File: config.mk
export PLATFORM = sky130hd
export DESIGN_NAME = modq_mul_pipe
export DESIGN_NICKNAME = d
export VERILOG_FILES = /design/src/rtl/modq_mul_pipe.sv
export SDC_FILE = /design/constraint.sdc
export NUM_CORES = 1
export LEC_CHECK = 0
export ABC_AREA = 1
export CAP_MARGIN = 20
export CORE_MARGIN = 3
export CORE_UTILIZATION = 50
export DETAILED_ROUTE_END_ITERATION = 6
export PLACE_DENSITY = 0.74
export SETUP_SLACK_MARGIN = 0.15
export SLEW_MARGIN = 20
export SYNTH_ARGS = -nofsm -noshare
export SYNTH_HDL_FRONTEND = slang
export SYNTH_SLANG_ARGS = --single-unit
File: constraint.sdc
create_clock -name clk -period 7.8 [get_ports clk]
set_input_delay 1.17 -clock clk [delete_from_list [all_inputs] [get_ports clk]]
set_output_delay 1.17 -clock clk [all_outputs]
set_load 0.01 [all_outputs]
File: src/rtl/modq_mul_pipe.sv
// Four-stage handshaked modular multiplier r = (a*b) mod Q with a registered Barrett reduction.
// Optional operand range correction and sticky err_range flag: define MODQ_RANGE_FIX_EN.
module modq_mul_pipe #(
  parameter int unsigned Q  = 499,
  parameter int unsigned W  = 9,
  parameter int unsigned MU = 525
) (
  input  logic         clk,
  input  logic         rst,
  input  logic         in_valid,
  output logic         in_ready,
  input  logic [W-1:0] in_a,
  input  logic [W-1:0] in_b,
  output logic         out_valid,
  input  logic         out_ready,
  output logic [W-1:0] out_r,
  output logic         err_range
);

  localparam int unsigned PW = 2 * W;
  localparam int unsigned MW = 3 * W + 1;
  localparam int unsigned TW = W + 2;
  localparam logic [W-1:0]  QW = W'(Q);
  localparam logic [TW-1:0] QT = TW'(Q);

  logic          advance;
  logic [W-1:0]  a_fix, b_fix;

  logic          v1, v2, v3;
  logic [W-1:0]  a1, b1;
  logic [PW-1:0] p2, p3;
  logic [W:0]    qe3;

  logic [MW-1:0] pm;
  logic [PW-1:0] qq;
  logic [TW-1:0] t0, t1, t2;

  assign advance  = !(out_valid && !out_ready);
  assign in_ready = advance;

`ifdef MODQ_RANGE_FIX_EN
  logic a_hi, b_hi;

  // W-bit operands are below 2Q, so one conditional subtract lands them in [0, Q-1].
  always_comb begin
    a_hi  = (in_a >= QW);
    b_hi  = (in_b >= QW);
    a_fix = a_hi ? (in_a - QW) : in_a;
    b_fix = b_hi ? (in_b - QW) : in_b;
  end

  always_ff @(posedge clk or posedge rst) begin
    if (rst)
      err_range <= 1'b0;
    else if (in_valid && in_ready && (a_hi || b_hi))
      err_range <= 1'b1;
  end
`else
  always_comb begin
    a_fix = in_a;
    b_fix = in_b;
  end

  assign err_range = 1'b0;
`endif

  // Barrett quotient estimate undershoots by at most 2, so t0 < 3Q fits in W+2 bits.
  always_comb begin
    pm = MW'(p2) * MW'(MU);
    qq = PW'(qe3) * PW'(Q);
    t0 = TW'(p3 - qq);
    t1 = (t0 >= QT) ? (t0 - QT) : t0;
    t2 = (t1 >= QT) ? (t1 - QT) : t1;
  end

  always_ff @(posedge clk or posedge rst) begin
    if (rst) begin
      v1        <= 1'b0;
      v2        <= 1'b0;
      v3        <= 1'b0;
      out_valid <= 1'b0;
      a1        <= '0;
      b1        <= '0;
      p2        <= '0;
      p3        <= '0;
      qe3       <= '0;
      out_r     <= '0;
    end else if (advance) begin
      v1        <= in_valid;
      a1        <= a_fix;
      b1        <= b_fix;
      v2        <= v1;
      p2        <= PW'(a1) * PW'(b1);
      v3        <= v2;
      p3        <= p2;
      qe3       <= (W + 1)'(pm >> PW);
      out_valid <= v3;
      out_r     <= W'(t2);
    end
  end

endmodule

==> impl_metrics.yaml, run 1 <==
status:
  status: "finished, final reports clean"
routing:
  top_layer: "met4"
  firstDrtPassIters: 5
  wl_met2_um: 9630
  wl_met3_um: 543
  vias_per_cell: 4.87
  wl_per_cell_um: 12.2
  drc: 0
  wl_met1_um: 8700
  routed_wl_um: 19100
  ant_nets: 0
  first_iter_violations: 272
  routed-via-count: 7611
cts:
  clockBufferDepth: 2
  cts_sinks: 70
  cts_hold_buf: 0
  h-tree-depth: 3
  cts_tree: "done"
  clockRootBuffer: "clkbuf_16"
  cts_resized: 0
  numCtsBuffers: 9
  insertion_delay_ns: 0.34
  cts.clk_slew.worst_paths_ns: 0.06
  cts_setup_buffers: 0
hold_path:
  hold_start: "v3$_DFFE_PP0N_"
  hold_class: "register to register"
  whs_path_depth: 1
  hold_end: "out_valid$_DFFE_PP0N_"
worst_setup_path:
  critPathCaptureType: "register"
  rr_worst_depth: 27
  slowest_stage: "fa_1"
  path_max_fanout: 15
  startpoint_type: "register"
  critPathArrivalTime_ns: 6.22
  critPathBufInv: 6
  regToRegStartpoint: "qe3[1]$_DFFE_PP0N_"
  max_stage_delay_ns: 0.57
  reg2reg_to: "out_r[2]$_DFFE_PP0N_"
  crit_type: "register to register"
  crit_top_cell: "inv_1"
  crit_family: "adder cells"
  rrSetupSlack_ns: 1.87
  required_ns: 8.08
global_route:
  first_global_vias: 7751
  grtUsageTotal: 0.192
  grt_max_degree: 77
  grt_pass1_wl_um: 34900
  grt_antenna_before_repair: 0
  overflow: 0
floorplan:
  ios: 34
  initial_utilization: 0.519
  die_area_sq_um: 21500
  die_w_um: 147
  rows: 50
  dieHeight_um: 147
  fp.coreArea_sq_um: 19100
placed_design:
  placed_area_sq_um: 10400
  place.detailed.hpwl_um: 15600
  numPortBuffers: 32
  gp_congestion: 0.837
timing:
  setup_viol: 0
  rsz0062_at_grt: "no"
  hold_viol_final: 0
  finClkSkew_ns: 0.00837
  fin_tns_setup_ns: 0
  drv_slew: 0
  finalCriticalPeriod_ns: 5.93
  tightest_slew_ns: 0.886
  relSlewSlack: 0.409
  min_period_over_period: 0.761
  max_freq_mhz: 169
cells_and_area:
  nFillCells: 1737
  layout.nets: 1571
  area_delta_synth_final_pct: 8.40
  layout-drive-gt1-share: 0.0584
  diodes: 0
  final_area_sq_um: 10700
synth:
  synth_top_family_by_area: "adder cells"
  yosysMostFrequentCell: "nand2_1"
  synth_warnings: 0
  synth_xor_area_frac: 0.0240
  synth-simple-area-share: 0.209
  netlist_instances: 1286
  async_reset_ff_frac: 1.00
  synthFlopType: "dfrtp_1"
  synth_edf_count: 0
  yosys.cell_types.count: 48
  synth_mux_area_frac: 0
  syn-cell-area_sq_um: 9910
  synth_nets: 1560
  synth_top_area_share: 0.196
  synth_compound_area_frac: 0.0644
  synth_area_per_cell_sq_um: 7.70
  ys_top_cells_by_count: "nand2_1 (346), inv_1 (307), ha_1 (155), fa_1 (97), dfrtp_1 (70)"
  synthTopCellsByArea: "fa_1 (20%), ha_1 (20%), dfrtp_1 (18%), nand2_1 (13%), inv_1 (12%)"
  yosys.area.top_type: "fa_1"
  synthAdderAreaFrac: 0.392
  ys_seq_area_frac: 0.177
  synth-seq-cells: 70
run:
  max_cap_violations: 0
## registers in the layout (all words and copies together), names as in the netlist, 9 cells and up
signal and count:
a1 9, p3 11, p2 18, out_r 9
qe3 10, b1 9
## stage by stage
step,setup slack (ns),hold slack [ns],utilization,std cells
after floorplan,2.32,0.440,-,1286
after global placement,1.99,0.456,0.547,1546
after detailed placement,1.79,0.463,0.547,1546
after CTS,1.80,0.478,0.563,1562
after global routing,1.27,0.494,0.563,1562
final,1.87,0.471,0.563,1562
## layout make-up
type / count / area (sq um) / share of cell area
multi-input cells: 867 / 6840 / 0.637
flip-flops and latches: 70 / 1750 / 0.163
inverters: 314 / 1180 / 0.110
repair buffers: 35 / 343 / 0.0319
well taps: 260 / 325 / 0.0303
clock buffers: 10 / 239 / 0.0223
clock inverters: 6 / 61.3 / 0.00571
## logic make-up (layout without fill, tap and decap cells)
family,after synthesis,count (layout)
AND/OR/NAND/NOR,477,477
flip-flops,70,70
adder cells (fa/ha/maj),252,252
other,1,1
AO/OA/AOI/OAI,112,112
buffers and inverters,349,365
XOR/XNOR,25,25
## how the worst max path moves through the flow
stage / from / to / slack, ns / cells past startpoint
after floorplan: qe3[1]$_DFFE_PP0N_ / out_r[0]$_DFFE_PP0N_ / 2.32 / 29
after global placement: qe3[1]$_DFFE_PP0N_ / out_r[6]$_DFFE_PP0N_ / 1.99 / 27
after detailed placement: qe3[1]$_DFFE_PP0N_ / out_r[6]$_DFFE_PP0N_ / 1.79 / 28
after CTS: qe3[1]$_DFFE_PP0N_ / out_r[6]$_DFFE_PP0N_ / 1.80 / 28
after global routing: qe3[1]$_DFFE_PP0N_ / out_r[5]$_DFFE_PP0N_ / 1.27 / 27
final: qe3[1]$_DFFE_PP0N_ / out_r[2]$_DFFE_PP0N_ / 1.87 / 27
## layer usage
layer  global-route usage  vias up
li1                     -     3917
met1                0.248     3589
met2                0.344       88
met3               0.0262       17
met4               0.0419        0
met5                    0        -
## cell usage in the layout, fill, tap and decap left out, types with 2 or more instances in the layout
cell             instances
ha_1                   155
xnor2_1                  9
clkdlybuf4s50_1         32
nor3_1                   2
o22ai_1                  3
nand4_1                 10
xor2_1                  15
a21oi_1                 30
fa_1                    97
buf_4                    3
nand3b_1                 4
nand2_1                346
o21ai_1                  3
nand2_4                  3
o21ai_0                 51
nand3_2                  5
a21o_1                   2
a211oi_1                 2
nor2_4                   4
nand2_2                 13
nor2_2                   4
o21a_1                   2
a21boi_0                 2
inv_2                    9
nand3_1                 38
a21oi_2                  2
a31oi_1                  5
o21bai_1                 3
nor2_1                  33
inv_1                  305
dfrtp_1                 70
or2_2                   10
clkbuf_16                9
clkinv_2                 3
o31ai_1                  2
Power of run 1 is left out: the tool's default activity adds up to more than one toggle a clock period on the data nets, which glitch-free logic cannot reach.
==> run 2: changes to the inputs <==
--- a/config.mk
+++ b/config.mk
@@ -10,7 +10,7 @@
 export CORE_MARGIN = 3
 export CORE_UTILIZATION = 50
 export DETAILED_ROUTE_END_ITERATION = 6
-export PLACE_DENSITY = 0.74
+export PLACE_DENSITY = 0.77
 export SETUP_SLACK_MARGIN = 0.15
 export SLEW_MARGIN = 20
 export SYNTH_ARGS = -nofsm -noshare
==> constraint.sdc (replaced) <==
create_clock -name clk -period 4.9 [get_ports clk]
set_input_delay 0.735 -clock clk [delete_from_list [all_inputs] [get_ports clk]]
set_output_delay 0.735 -clock clk [all_outputs]
set_load 0.01 [all_outputs]
==> run 2 against run 1 <==
Net effect:
- the run now ends with setup timing left
- worst hold slack lost 0.0033 ns
- register-to-register slack worse by 2.4 ns
- flip-flop and latch count stayed put
- critical endpoint is now out_r[6]$_DFFE_PP0N_
- largest cell class unchanged
==> impl_metrics.yaml, run 2 (synthesis gave the netlist of run 1 again) <==
timing:
  whs_ns: 0.467
  min_period_over_period: 1.10
  tightest_slew_ns: 0.847
  finalCriticalPeriod_ns: 5.39
  drv_slew: 0
  relSlewSlack: 0.435
  max_freq_mhz: 186
  rsz0062_at_grt: "yes"
  hold_viol_final: 0
  timing.final.ws_setup_ns: -0.488
  setup_viol: 9
  finClkSkew_ns: 0.00724
routing:
  drc: 0
  wl_per_cell_um: 13.1
  vias_per_cell: 4.93
  firstDrtPassIters: 7
  routed-via-count: 8196
  ant_nets: 0
  routed_wl_um: 21800
  first_iter_violations: 304
cells_and_area:
  diodes: 0
  final_area_sq_um: 11900
  nFillCells: 1555
  layout.nets: 1670
  largest_reg_flops: 18
  reg_top3: "p2 (18), p3 (11), qe3 (10)"
  final_common_cell: "nand2_1"
  finalCoreUtilization: 0.623
  final_cell_mix: "nand2_1 (331), inv_1 (289), ha_1 (149), fa_1 (96), buf_4 (94)"
  area_delta_synth_final_pct: 20.1
  layout-drive-gt1-share: 0.180
  top_register: "p2"
worst_setup_path:
  startpoint_type: "register"
  slowest_stage: "fa_1"
  required_ns: 5.18
  crit_type: "register to register"
  path_max_fanout: 6
  max_stage_delay_ns: 0.59
  critPathArrivalTime_ns: 5.67
  critPathCaptureType: "register"
  crit_top_cell: "nand2_1"
global_route:
  grtUsageTotal: 0.208
  grt_max_degree: 76
  first_global_vias: 8499
  grt_pass1_wl_um: 37600
  overflow: 0
  grt_antenna_before_repair: 0
status:
  status: "finished with violations"
  failed_checks: "setup timing"
hold_path:
  hold_class: "register to register"
floorplan:
  ios: 34
  dieHeight_um: 147
  rows: 50
  initial_utilization: 0.519
  fp.coreArea_sq_um: 19100
  die_area_sq_um: 21500
  die_w_um: 147
cts:
  h-tree-depth: 3
  clockBufferDepth: 2
  cts_hold_buf: 0
  cts_sinks: 70
  clockRootBuffer: "clkbuf_16"
  numCtsBuffers: 9
  cts.clk_slew.worst_paths_ns: 0.06
  insertion_delay_ns: 0.35
  cts_tree: "done"
placed_design:
  place.detailed.hpwl_um: 17200
  dp_slack_ns: -0.509
  numPortBuffers: 32
  gp_congestion: 0.842
  placed_area_sq_um: 11000
run:
  max_cap_violations: 0
-- run 2: layer usage --
metal / vias to the layer above / GRT usage / share of wire
li1: 4111 / - / -
met5: - / 0 / 0
met3: 46 / 0.0271 / 0.028
met1: 3890 / 0.256 / 0.43
met4: 0 / 0.0649 / 0.022
met2: 149 / 0.380 / 0.52
-- run 2: cell type report --
cell class                      count  area, sq um  area share
Multi-Input combinational cell    867         7160       0.602
Sequential cell                    70         1770       0.149
Timing Repair Buffer              134         1120      0.0946
Clock buffer                       10          239      0.0201
Inverter                          314         1190       0.100
Clock inverter                      6         93.8     0.00789
Tap cell                          260          325      0.0273
-- run 2: worst max-delay path, delay by kind of cell, from the launching register on --
family	cells	cell delay [ns]
flops	1	0.42
simple gates	14	1.20
compound gates	1	0.15
fa+ha+maj	6	2.90
buf+inv	6	0.47
xor+xnor	1	0.20
-- run 2: repair_timing --
item	in CTS	in global routing
endpoints found under the setup margin	12	19
resized for setup	38	60
pin swaps	27	36
setup buffers	14	11
-- run 2: final timing paths --
| path | startpoint | to | slack [ns] | cells past startpoint |
|---|---|---|---|---|
| setup / recovery | qe3[0]$_DFFE_PP0N_ | out_r[6]$_DFFE_PP0N_ | -0.49 | 28 |
| hold / removal | v3$_DFFE_PP0N_ | out_valid$_DFFE_PP0N_ | 0.47 | 1 |
| setup reg to reg | qe3[0]$_DFFE_PP0N_ | out_r[6]$_DFFE_PP0N_ | -0.49 | 28 |
| hold reg to reg | v3$_DFFE_PP0N_ | out_valid$_DFFE_PP0N_ | 0.47 | 1 |
| max in group asynchronous | rst | qe3[0]$_DFFE_PP0N_ | 3.22 | 3 |
| min in group asynchronous | rst | out_valid$_DFFE_PP0N_ | 0.86 | 2 |
-- run 2: per-stage QoR --
step                      std cells  setup TNS, ns
after CTS                      1650          -4.01
after detailed placement       1620          -4.45
after global placement         1620          -2.69
after global routing           1661          -6.91
after floorplan                1286          -1.20
final                          1661          -4.13
Power of run 2 is left out for the same reason.
==> run 3: changes to the inputs <==
--- a/config.mk
+++ b/config.mk
@@ -12,6 +12,7 @@
 export DETAILED_ROUTE_END_ITERATION = 6
 export PLACE_DENSITY = 0.77
 export SETUP_SLACK_MARGIN = 0.15
+export SKIP_LAST_GASP = 1
 export SLEW_MARGIN = 20
 export SYNTH_ARGS = -nofsm -noshare
 export SYNTH_HDL_FRONTEND = slang
==> run 3 against run 2 <==
Net effect:
- the flow still finishes with violations (setup timing)
- clock-buffer cell count unchanged
- first-iteration DRC count up 4.3%
- fmax down 0.19%
- register-to-register slack about the same
- worst hold slack better by 0.00075 ns
- critical path depth down 1
- global-route usage about the same
- setup slack worse by 0.010 ns
- highest routed layer unchanged
==> impl_metrics.yaml, run 3 (synthesis gave the netlist of run 1 again) <==
status:
  status: "finished with violations"
  failed_checks: "setup timing"
routing:
  routed_wl_um: 21900
  routed-via-count: 8187
  wl_per_cell_um: 13.1
  drc: 0
  firstDrtPassIters: 7
  wl_met2_um: 11300
  wl_met3_um: 607
  ant_nets: 0
  top_layer: "met4"
  first_iter_violations: 317
  wl_met1_um: 9440
  vias_per_cell: 4.93
timing:
  relSlewSlack: 0.434
  fin_tns_setup_ns: -4.17
  hold_viol_final: 0
  setup_viol: 9
  drv_slew: 0
  tightest_slew_ns: 0.849
  finClkSkew_ns: 0.00680
  rsz0062_at_grt: "yes"
  min_period_over_period: 1.10
  timing.final.ws_setup_ns: -0.498
  max_freq_mhz: 185
  finalCriticalPeriod_ns: 5.40
global_route:
  first_global_vias: 8495
  grt_pass1_wl_um: 37600
  grt_max_degree: 76
  overflow: 0
  grt_antenna_before_repair: 0
  grtUsageTotal: 0.208
run:
  max_cap_violations: 0
floorplan:
  die_area_sq_um: 21500
  fp.coreArea_sq_um: 19100
  dieHeight_um: 147
  ios: 34
  initial_utilization: 0.519
  die_w_um: 147
  rows: 50
cells_and_area:
  seqCellArea_sq_um: 1770
  finalCoreUtilization: 0.624
  diodes: 0
  multi_input_area_sq_um: 7170
  nFillCells: 1555
  top_register: "p2"
  final_common_cell: "nand2_1"
  area_delta_synth_final_pct: 20.2
  layout-drive-gt1-share: 0.184
  layout.nets: 1671
  reg_top3: "p2 (18), p3 (11), qe3 (10)"
  final_cell_mix: "nand2_1 (329), inv_1 (287), ha_1 (149), buf_4 (97), fa_1 (96)"
  largest_reg_flops: 18
  stdcell_count: 1662
cts:
  cts_sinks: 70
  numCtsBuffers: 9
  cts_tree: "done"
  insertion_delay_ns: 0.34
  clockBufferDepth: 2
  cts.clk_slew.worst_paths_ns: 0.06
  h-tree-depth: 3
  clockRootBuffer: "clkbuf_16"
  cts_hold_buf: 0
hold_path:
  hold_class: "register to register"
placed_design:
  place_inst: 1620
  numPortBuffers: 32
  gp_congestion: 0.842
  place.detailed.hpwl_um: 17200
worst_setup_path:
  required_ns: 5.18
  crit_type: "register to register"
  max_stage_delay_ns: 0.59
  crit_top_cell: "fa_1"
  slowest_stage: "fa_1"
  startpoint_type: "register"
  path_max_fanout: 8
  critPathArrivalTime_ns: 5.68
  critPathCaptureType: "register"
[run 3: changes by cell type in the layout (fill, tap and decap cells not counted), sizes merged]
cell,previous run,this run
buf,102,103
[run 3: worst paths after layout]
kind | slack [ns] | from | endpoint | cells past startpoint
max reg2reg | -0.50 | qe3[0]$_DFFE_PP0N_ | out_r[1]$_DFFE_PP0N_ | 27
min in group asynchronous | 0.86 | rst | out_valid$_DFFE_PP0N_ | 2
max | -0.50 | qe3[0]$_DFFE_PP0N_ | out_r[1]$_DFFE_PP0N_ | 27
min | 0.47 | v3$_DFFE_PP0N_ | out_valid$_DFFE_PP0N_ | 1
min reg2reg | 0.47 | v3$_DFFE_PP0N_ | out_valid$_DFFE_PP0N_ | 1
max in group asynchronous | 3.22 | rst | qe3[0]$_DFFE_PP0N_ | 3
[run 3: through the flow]
step,hold slack [ns],area (sq um),worst slack (ns)
2_1_floorplan,0.440,9960,-0.178
3_3_place_gp,0.447,11000,-0.314
3_5_place_dp,0.452,11000,-0.509
4_1_cts,0.468,11600,-0.478
5_1_grt,0.491,11900,-0.817
6_report,0.468,11900,-0.498
[run 3: area by class of cell]
cell class              instances  area share
repair buffers                135      0.0945
multi-input cells             867       0.602
inverters                     314      0.0999
clock inverters                 6     0.00788
flip-flops and latches         70       0.148
clock buffers                  10      0.0201
well taps                     260      0.0273
[run 3: layer usage]
metal,GRT usage,vias up
met5,0,-
met4,0.0649,0
met3,0.0271,46
met2,0.380,133
met1,0.255,3895
li1,-,4113
[run 3: worst max-delay path: cells and delay by family, from the launching register on]
kind / cells / cell delay (ns)
xor+xnor: 1 / 0.20
flops: 1 / 0.42
simple gates: 14 / 1.36
fa+ha+maj: 6 / 2.90
buf+inv: 6 / 0.47
[run 3: what timing repair did]
item | 4_1_cts | 5_1_grt
gates resized for setup | 36 | 66
endpoints found under the setup margin | 12 | 19
pin swaps | 27 | 40
buffers inserted | 14 | 12
gates cloned | 0 | 0
Power of run 3 is left out for the same reason.
